`src/rtl/clk_ctrl_pkg.sv`:
```
// ---------------------------------------------------------------------------
// clk_ctrl_pkg : state codes and strobe lane helpers for the set-mode sequencer
// Rev 1.0
// ---------------------------------------------------------------------------
`default_nettype none

package clk_ctrl_pkg;

   typedef enum logic [2:0] {
      RUN       = 3'd0,
      SET_HRS   = 3'd1,
      SET_MIN   = 3'd2,
      SET_MONTH = 3'd3,
      SET_DATE  = 3'd4,
      SET_DAY   = 3'd5,
      AL_HRS    = 3'd6,
      AL_MIN    = 3'd7
   } set_state_t;

   localparam int unsigned STB_W     = 5;
   localparam int unsigned STB_HRS   = 0;
   localparam int unsigned STB_MIN   = 1;
   localparam int unsigned STB_MONTH = 2;
   localparam int unsigned STB_DATE  = 3;
   localparam int unsigned STB_DAY   = 4;

   function automatic int unsigned cnt_width(input int unsigned a,
                                             input int unsigned b,
                                             input int unsigned c);
      int unsigned m;
      m = a;
      if (b > m) m = b;
      if (c > m) m = c;
      return $clog2(m + 1);
   endfunction

   // Alarm fields share the hour/minute advance lines with the time fields.
   function automatic logic [STB_W-1:0] field_strobe(input set_state_t s);
      logic [STB_W-1:0] r;
      r = '0;
      case (s)
         SET_HRS, AL_HRS: r[STB_HRS]   = 1'b1;
         SET_MIN, AL_MIN: r[STB_MIN]   = 1'b1;
         SET_MONTH:       r[STB_MONTH] = 1'b1;
         SET_DATE:        r[STB_DATE]  = 1'b1;
         SET_DAY:         r[STB_DAY]   = 1'b1;
         default:         r = '0;
      endcase
      return r;
   endfunction

endpackage

`default_nettype wire

```
`src/rtl/btn_edge.sv`:
```
// ---------------------------------------------------------------------------
// btn_edge : button synchroniser, rise detector and optional hold-to-repeat
// Rev 1.0
// ---------------------------------------------------------------------------
`default_nettype none

module btn_edge #(
   parameter bit          REPEAT   = 1'b0,
   parameter int unsigned HOLD_DLY = 4,
   parameter int unsigned RPT_PER  = 2,
   parameter int unsigned CNT_W    = 5
) (
   input  logic clk,
   input  logic rst,
   input  logic clr,
   input  logic btn,
   output logic rise,
   output logic evt
);

   logic s1_q, s1_d;
   logic s2_q, s2_d;

   always_comb begin
      s1_d = btn;
      s2_d = s1_q;
   end

   always_ff @(posedge clk or negedge rst) begin
      if (!rst) begin
         s1_q <= 1'b0;
         s2_q <= 1'b0;
      end else begin
         s1_q <= s1_d;
         s2_q <= s2_d;
      end
   end

   assign rise = s1_q & ~s2_q;

   generate
      if (REPEAT) begin : g_repeat
         localparam logic [CNT_W-1:0] C_HOLD = CNT_W'(HOLD_DLY);
         localparam logic [CNT_W-1:0] C_LAST = CNT_W'(HOLD_DLY + RPT_PER - 1);

         logic [CNT_W-1:0] hold_q, hold_d;
         logic             rpt;

         // Once the hold delay is reached the count loops over the last
         // RPT_PER values so repeats keep coming for as long as the button is held.
         always_comb begin
            hold_d = hold_q;
            if (!s1_q || clr) begin
               hold_d = '0;
            end else if (hold_q == C_LAST) begin
               hold_d = C_HOLD;
            end else if (hold_q != '1) begin
               hold_d = hold_q + CNT_W'(1);
            end
         end

         always_ff @(posedge clk or negedge rst) begin
            if (!rst) begin
               hold_q <= '0;
            end else begin
               hold_q <= hold_d;
            end
         end

         assign rpt = s1_q && (hold_q == C_HOLD);
         assign evt = rise | rpt;
      end else begin : g_no_repeat
         logic unused_clr;
         assign unused_clr = clr;
         assign evt        = rise;
      end
   endgenerate

endmodule

`default_nettype wire

```
`src/rtl/set_mode_ctrl.sv`:
```
// ---------------------------------------------------------------------------
// set_mode_ctrl : mode/adv/alarm button sequencer driving clock field advances
// Rev 1.0
// ---------------------------------------------------------------------------
`default_nettype none

module set_mode_ctrl
   import clk_ctrl_pkg::*;
#(
   parameter int unsigned HOLD_DLY = 4,
   parameter int unsigned RPT_PER  = 2,
   parameter int unsigned TIMEOUT  = 30
) (
   input  logic       clk,
   input  logic       rst,
   input  logic       mode_btn,
   input  logic       adv_btn,
   input  logic       alarm_btn,
   output logic       timeset,
   output logic       alarmset,
   output logic       hrsadv,
   output logic       minadv,
   output logic       monthadv,
   output logic       dateadv,
   output logic       dayadv,
   output logic [2:0] field
);

   localparam int unsigned       CNT_W       = cnt_width(HOLD_DLY, RPT_PER, TIMEOUT);
   localparam logic [CNT_W-1:0]  C_IDLE_LAST = CNT_W'(TIMEOUT - 1);

   set_state_t       state_q, state_d;
   logic [CNT_W-1:0] idle_q, idle_d;
   logic [STB_W-1:0] stb_q, stb_d;

   logic mode_rise, mode_evt;
   logic adv_rise, adv_evt;
   logic alarm_rise, alarm_evt;
   logic any_rise, timeout, state_chg;

   btn_edge #(.REPEAT(1'b0), .HOLD_DLY(HOLD_DLY), .RPT_PER(RPT_PER), .CNT_W(CNT_W)) u_mode (
      .clk  (clk),
      .rst  (rst),
      .clr  (state_chg),
      .btn  (mode_btn),
      .rise (mode_rise),
      .evt  (mode_evt)
   );

   btn_edge #(.REPEAT(1'b1), .HOLD_DLY(HOLD_DLY), .RPT_PER(RPT_PER), .CNT_W(CNT_W)) u_adv (
      .clk  (clk),
      .rst  (rst),
      .clr  (state_chg),
      .btn  (adv_btn),
      .rise (adv_rise),
      .evt  (adv_evt)
   );

   btn_edge #(.REPEAT(1'b0), .HOLD_DLY(HOLD_DLY), .RPT_PER(RPT_PER), .CNT_W(CNT_W)) u_alarm (
      .clk  (clk),
      .rst  (rst),
      .clr  (state_chg),
      .btn  (alarm_btn),
      .rise (alarm_rise),
      .evt  (alarm_evt)
   );

   assign any_rise = mode_rise | adv_rise | alarm_rise;

   always_ff @(posedge clk or negedge rst) begin
      if (!rst) begin
         state_q <= RUN;
         idle_q  <= '0;
         stb_q   <= '0;
      end else begin
         state_q <= state_d;
         idle_q  <= idle_d;
         stb_q   <= stb_d;
      end
   end

   // A pending button rise counts as activity, so it beats the idle timeout.
   always_comb begin
      state_d = state_q;
      timeout = (state_q != RUN) && (idle_q == C_IDLE_LAST) && !any_rise;
      if (mode_evt) begin
         case (state_q)
            RUN:       state_d = SET_HRS;
            SET_HRS:   state_d = SET_MIN;
            SET_MIN:   state_d = SET_MONTH;
            SET_MONTH: state_d = SET_DATE;
            SET_DATE:  state_d = SET_DAY;
            SET_DAY:   state_d = RUN;
            AL_HRS:    state_d = AL_MIN;
            AL_MIN:    state_d = RUN;
            default:   state_d = RUN;
         endcase
      end else if (alarm_evt && (state_q == RUN)) begin
         state_d = AL_HRS;
      end else if (timeout) begin
         state_d = RUN;
      end
      state_chg = (state_d != state_q);

      idle_d = idle_q;
      if (any_rise || state_chg || (state_q == RUN)) begin
         idle_d = '0;
      end else if (idle_q != '1) begin
         idle_d = idle_q + CNT_W'(1);
      end
   end

   always_comb begin
      stb_d = '0;
      if (adv_evt && !state_chg) begin
         stb_d = field_strobe(state_q);
      end
   end

   assign field    = state_q;
   assign timeset  = state_q inside {SET_HRS, SET_MIN, SET_MONTH, SET_DATE, SET_DAY};
   assign alarmset = state_q inside {AL_HRS, AL_MIN};
   assign hrsadv   = stb_q[STB_HRS];
   assign minadv   = stb_q[STB_MIN];
   assign monthadv = stb_q[STB_MONTH];
   assign dateadv  = stb_q[STB_DATE];
   assign dayadv   = stb_q[STB_DAY];

endmodule

`default_nettype wire

```
`config.mk`:
```
export PLATFORM = sky130hd
export DESIGN_NAME = set_mode_ctrl
export DESIGN_NICKNAME = d
export VERILOG_FILES = /design/src/rtl/clk_ctrl_pkg.sv /design/src/rtl/btn_edge.sv /design/src/rtl/set_mode_ctrl.sv
export SDC_FILE = /design/constraint.sdc
export NUM_CORES = 1
export LEC_CHECK = 0
export CAP_MARGIN = 20
export CORE_ASPECT_RATIO = 0.75
export CORE_MARGIN = 2
export CORE_UTILIZATION = 50
export CTS_CLUSTER_SIZE = 10
export DETAILED_ROUTE_END_ITERATION = 10
export PLACE_DENSITY = 0.74
export SYNTH_ARGS = -nofsm -noshare
export SYNTH_HDL_FRONTEND = slang
export SYNTH_HIERARCHICAL = 1
export SYNTH_SLANG_ARGS = --single-unit
export TNS_END_PERCENT = 20
```
`constraint.sdc`:
```
create_clock -name clk -period 3.4 [get_ports clk]
set_clock_uncertainty 0.1 [all_clocks]
set_input_delay 0.34 -clock clk [delete_from_list [all_inputs] [get_ports clk]]
set_output_delay 0.34 -clock clk [all_outputs]
set_load 0.05 [all_outputs]
```
==> impl_metrics.tcl <==
set metrics [dict create \
    syn_inst 123 \
    synth_ff_type "dfrtp_1" \
    synth_top_area_share_pct 46.4 \
    fin_nets 154 \
    initial_core_util_pct 54.3 \
    yosysSeqAreaShare_pct 46.4 \
    r2r_cells 8 \
    viasPerCell 5.34 \
    diodes 0 \
    yosysMostFrequentCell "dfrtp_1" \
    crit_start "field[0]$_DFF_PN0_" \
    drt-wirelength-per-cell_um 14.0 \
    timing.rr.start "field[0]$_DFF_PN0_" \
    ant_nets 0 \
    required_ns 2.96 \
    leakage_uw 0.000717 \
    cellPowerDensity_mw_per_mm2 593 \
    hold_viol_final 0 \
    syn_to_final_growth_pct 17.7 \
    root_buffer "clkbuf_4" \
    antenna_found_initial 0 \
    die_w_um 62.7 \
    status "finished, final reports clean" \
    syn_nets 139 \
    synth_area_sq_mm 0.00129 \
    relSlewSlack_pct 58.6 \
    cts.repair.resized 0 \
    cts_made_buffers 3 \
    via_count 913 \
    grt_max_degree 25 \
    fin_crit_sh_pct 79.3 \
    die-area_sq_mm 0.00301 \
    async_reset_ff_share_pct 100 \
    core_region_area_sq_mm 0.00238 \
    synth_edf_count 0 \
    clk_latency_ns 0.31 \
    cts_max_level 1 \
    cts_num_sinks 24 \
    totalWireLength_mm 2.39 \
    synth.distinct_cells 35 \
    post_cts_buffers 0 \
    synth.top_cells.by_count "24 x dfrtp_1, 15 x nor2_1, 11 x ha_1, 7 x inv_1, 6 x mux2i_1" \
    syn_area_per_cell_sq_um 10.5 \
    holdBufCountCts 0 \
    first_pass_iters 4 \
    nFillCells 193 \
    cts_tree "yes" \
    yosys-top-cells-area "dfrtp_1 46%, ha_1 11%, mux2i_1 4.6%, nor2_1 4.4%, xor2_1 2.7%" \
    port_buffers 14 \
    numPlacedInstances 166 \
    worstMarginPinSlew_ns 0.620 \
    ctsLongestPathBuffers 2 \
    dr.first_iter.drc_count 67 \
    clk_pin_slew_ns 0.12 \
    crit_fanout 9 \
    drive_gt1_share_pct 6.57 \
    fin_hold_ws_ns 0.210 \
    gp_congestion 0.841 \
    setup_viol 0 \
    period_minus_slack_ns 2.69 \
    rsz0062_at_grt "false" \
    ir_drop_mv 0.395 \
    hp-class "in -> async" \
    crit_arrival_ns 2.25 \
    drv_cap 0 \
    boundaryPins 15 \
    fp-row-count 15 \
    grt_pass1_vias 835 \
    finalMaxSlewViolations 0 \
    fin_cells 171 \
    ys_seq_elements 24 \
    hpwlAfterDp_mm 1.77 \
    setup_tns_ns 0 \
    synth_warnings 6 \
    die_h_um 48.1 \
    max_clock_freq_mhz 371 \
    end_kind "primary output" \
    gr-usage-all-layers_pct 17.4 \
    crit_type "reg -> out" \
    drcViolationCount 0 \
    grt_pass1_wl_mm 3.93 \
    synth.largest_area_cell "dfrtp_1" \
    start_kind "flop" \
    gr-total-overflow 0 \
]
-- critical path: stages (launching register included) --
cell	delay (ns)
dfrtp_1	0.49
inv_1	0.15
ha_1	0.26
nor3_1	0.08
o21bai_1	0.14
clkdlybuf4s50_1	0.82
-- logic make-up (layout without fill, tap and decap cells) --
group,Yosys count,count (layout),share of synthesized area [%]
and+or+nand+nor,46,46,19.9
adders and majority gates,11,11,10.6
buffers and inverters,12,26,4.64
AOI/OAI and AO/OA,19,19,10.3
xor gates and xnor gates,5,5,3.38
muxes,6,6,4.64
DFF,24,24,46.4
-- final timing paths --
check	slack (ns)	end
max	0.71	timeset
min	0.21	idle_q[0]$_DFFE_PN0P_
max reg2reg	0.89	u_adv/g_repeat.hold_q[1]$_DFFE_PN0P_
min reg2reg	0.31	u_alarm/s2_q$_DFF_PN0_
max in group asynchronous	2.58	u_adv/s2_q$_DFF_PN0_
min in group clk	0.31	u_alarm/s2_q$_DFF_PN0_
-- metal layers --
metal  wire length, um  vias up  share of wire (%)  global-route usage (%)
li1                  -      447                  -                       -
met1              1160      450                 48                    23.5
met2              1120       16                 47                    28.4
met3               111        0                4.6                    6.12
met4                 0        0                  0                    2.67
met5                 0        -                  0                       0
-- through the flow --
stage | worst slack, ns | total power, uW | instance area (sq um) | util (%)
6_report | 0.705 | 904 | 1520 | 63.9
5_1_grt | 0.539 | 954 | 1520 | 63.9
4_1_cts | 0.704 | 907 | 1500 | 62.7
3_5_place_dp | 0.964 | 703 | 1440 | 60.5
3_3_place_gp | 1.08 | 696 | 1440 | 60.5
2_1_floorplan | 0.916 | 597 | 1290 | -
-- power by group --
part	switching, uW	internal, uW
sequential	48.4	311
clock	82.9	119
combinational	213	128
-- cell usage in the layout (no fill, tap or decap), types with 2 or more instances in the layout --
cell              n
o21bai_1          3
nand2_1           4
clkdlybuf4s50_1  14
nor3_1            4
o211ai_1          3
ha_1             11
dfrtp_1          24
nor2b_4           2
clkbuf_4          3
nor2_1           15
xor2_1            4
and3_1            3
a21oi_1           3
o21ai_0           3
mux2i_1           6
or3_1             2
nand3_1           3
nand2b_1          2
nand4b_1          2
inv_1             7
nor2b_1           5
-- layout make-up --
type	count	area [sq um]	share of cell area, %
clock buffer	3	22.5	1.48
sequential	24	601	39.4
timing repair buffer	15	168	11.0
multi-input combinational	87	633	41.6
inverter	7	26.3	1.73
tap	34	42.5	2.79
clock inverter	1	30.0	1.97
-- sequential cells by signal (all words and copies together) (netlist names) --
name                   count
field                      3
idle_q                     5
stb_q                      5
u_adv/g_repeat.hold_q      5
u_adv/s1_q                 1
u_adv/s2_q                 1
u_alarm/s1_q               1
u_alarm/s2_q               1
u_mode/s1_q                1
u_mode/s2_q                1
No activity file was read; power rests on OpenSTA's default activity.
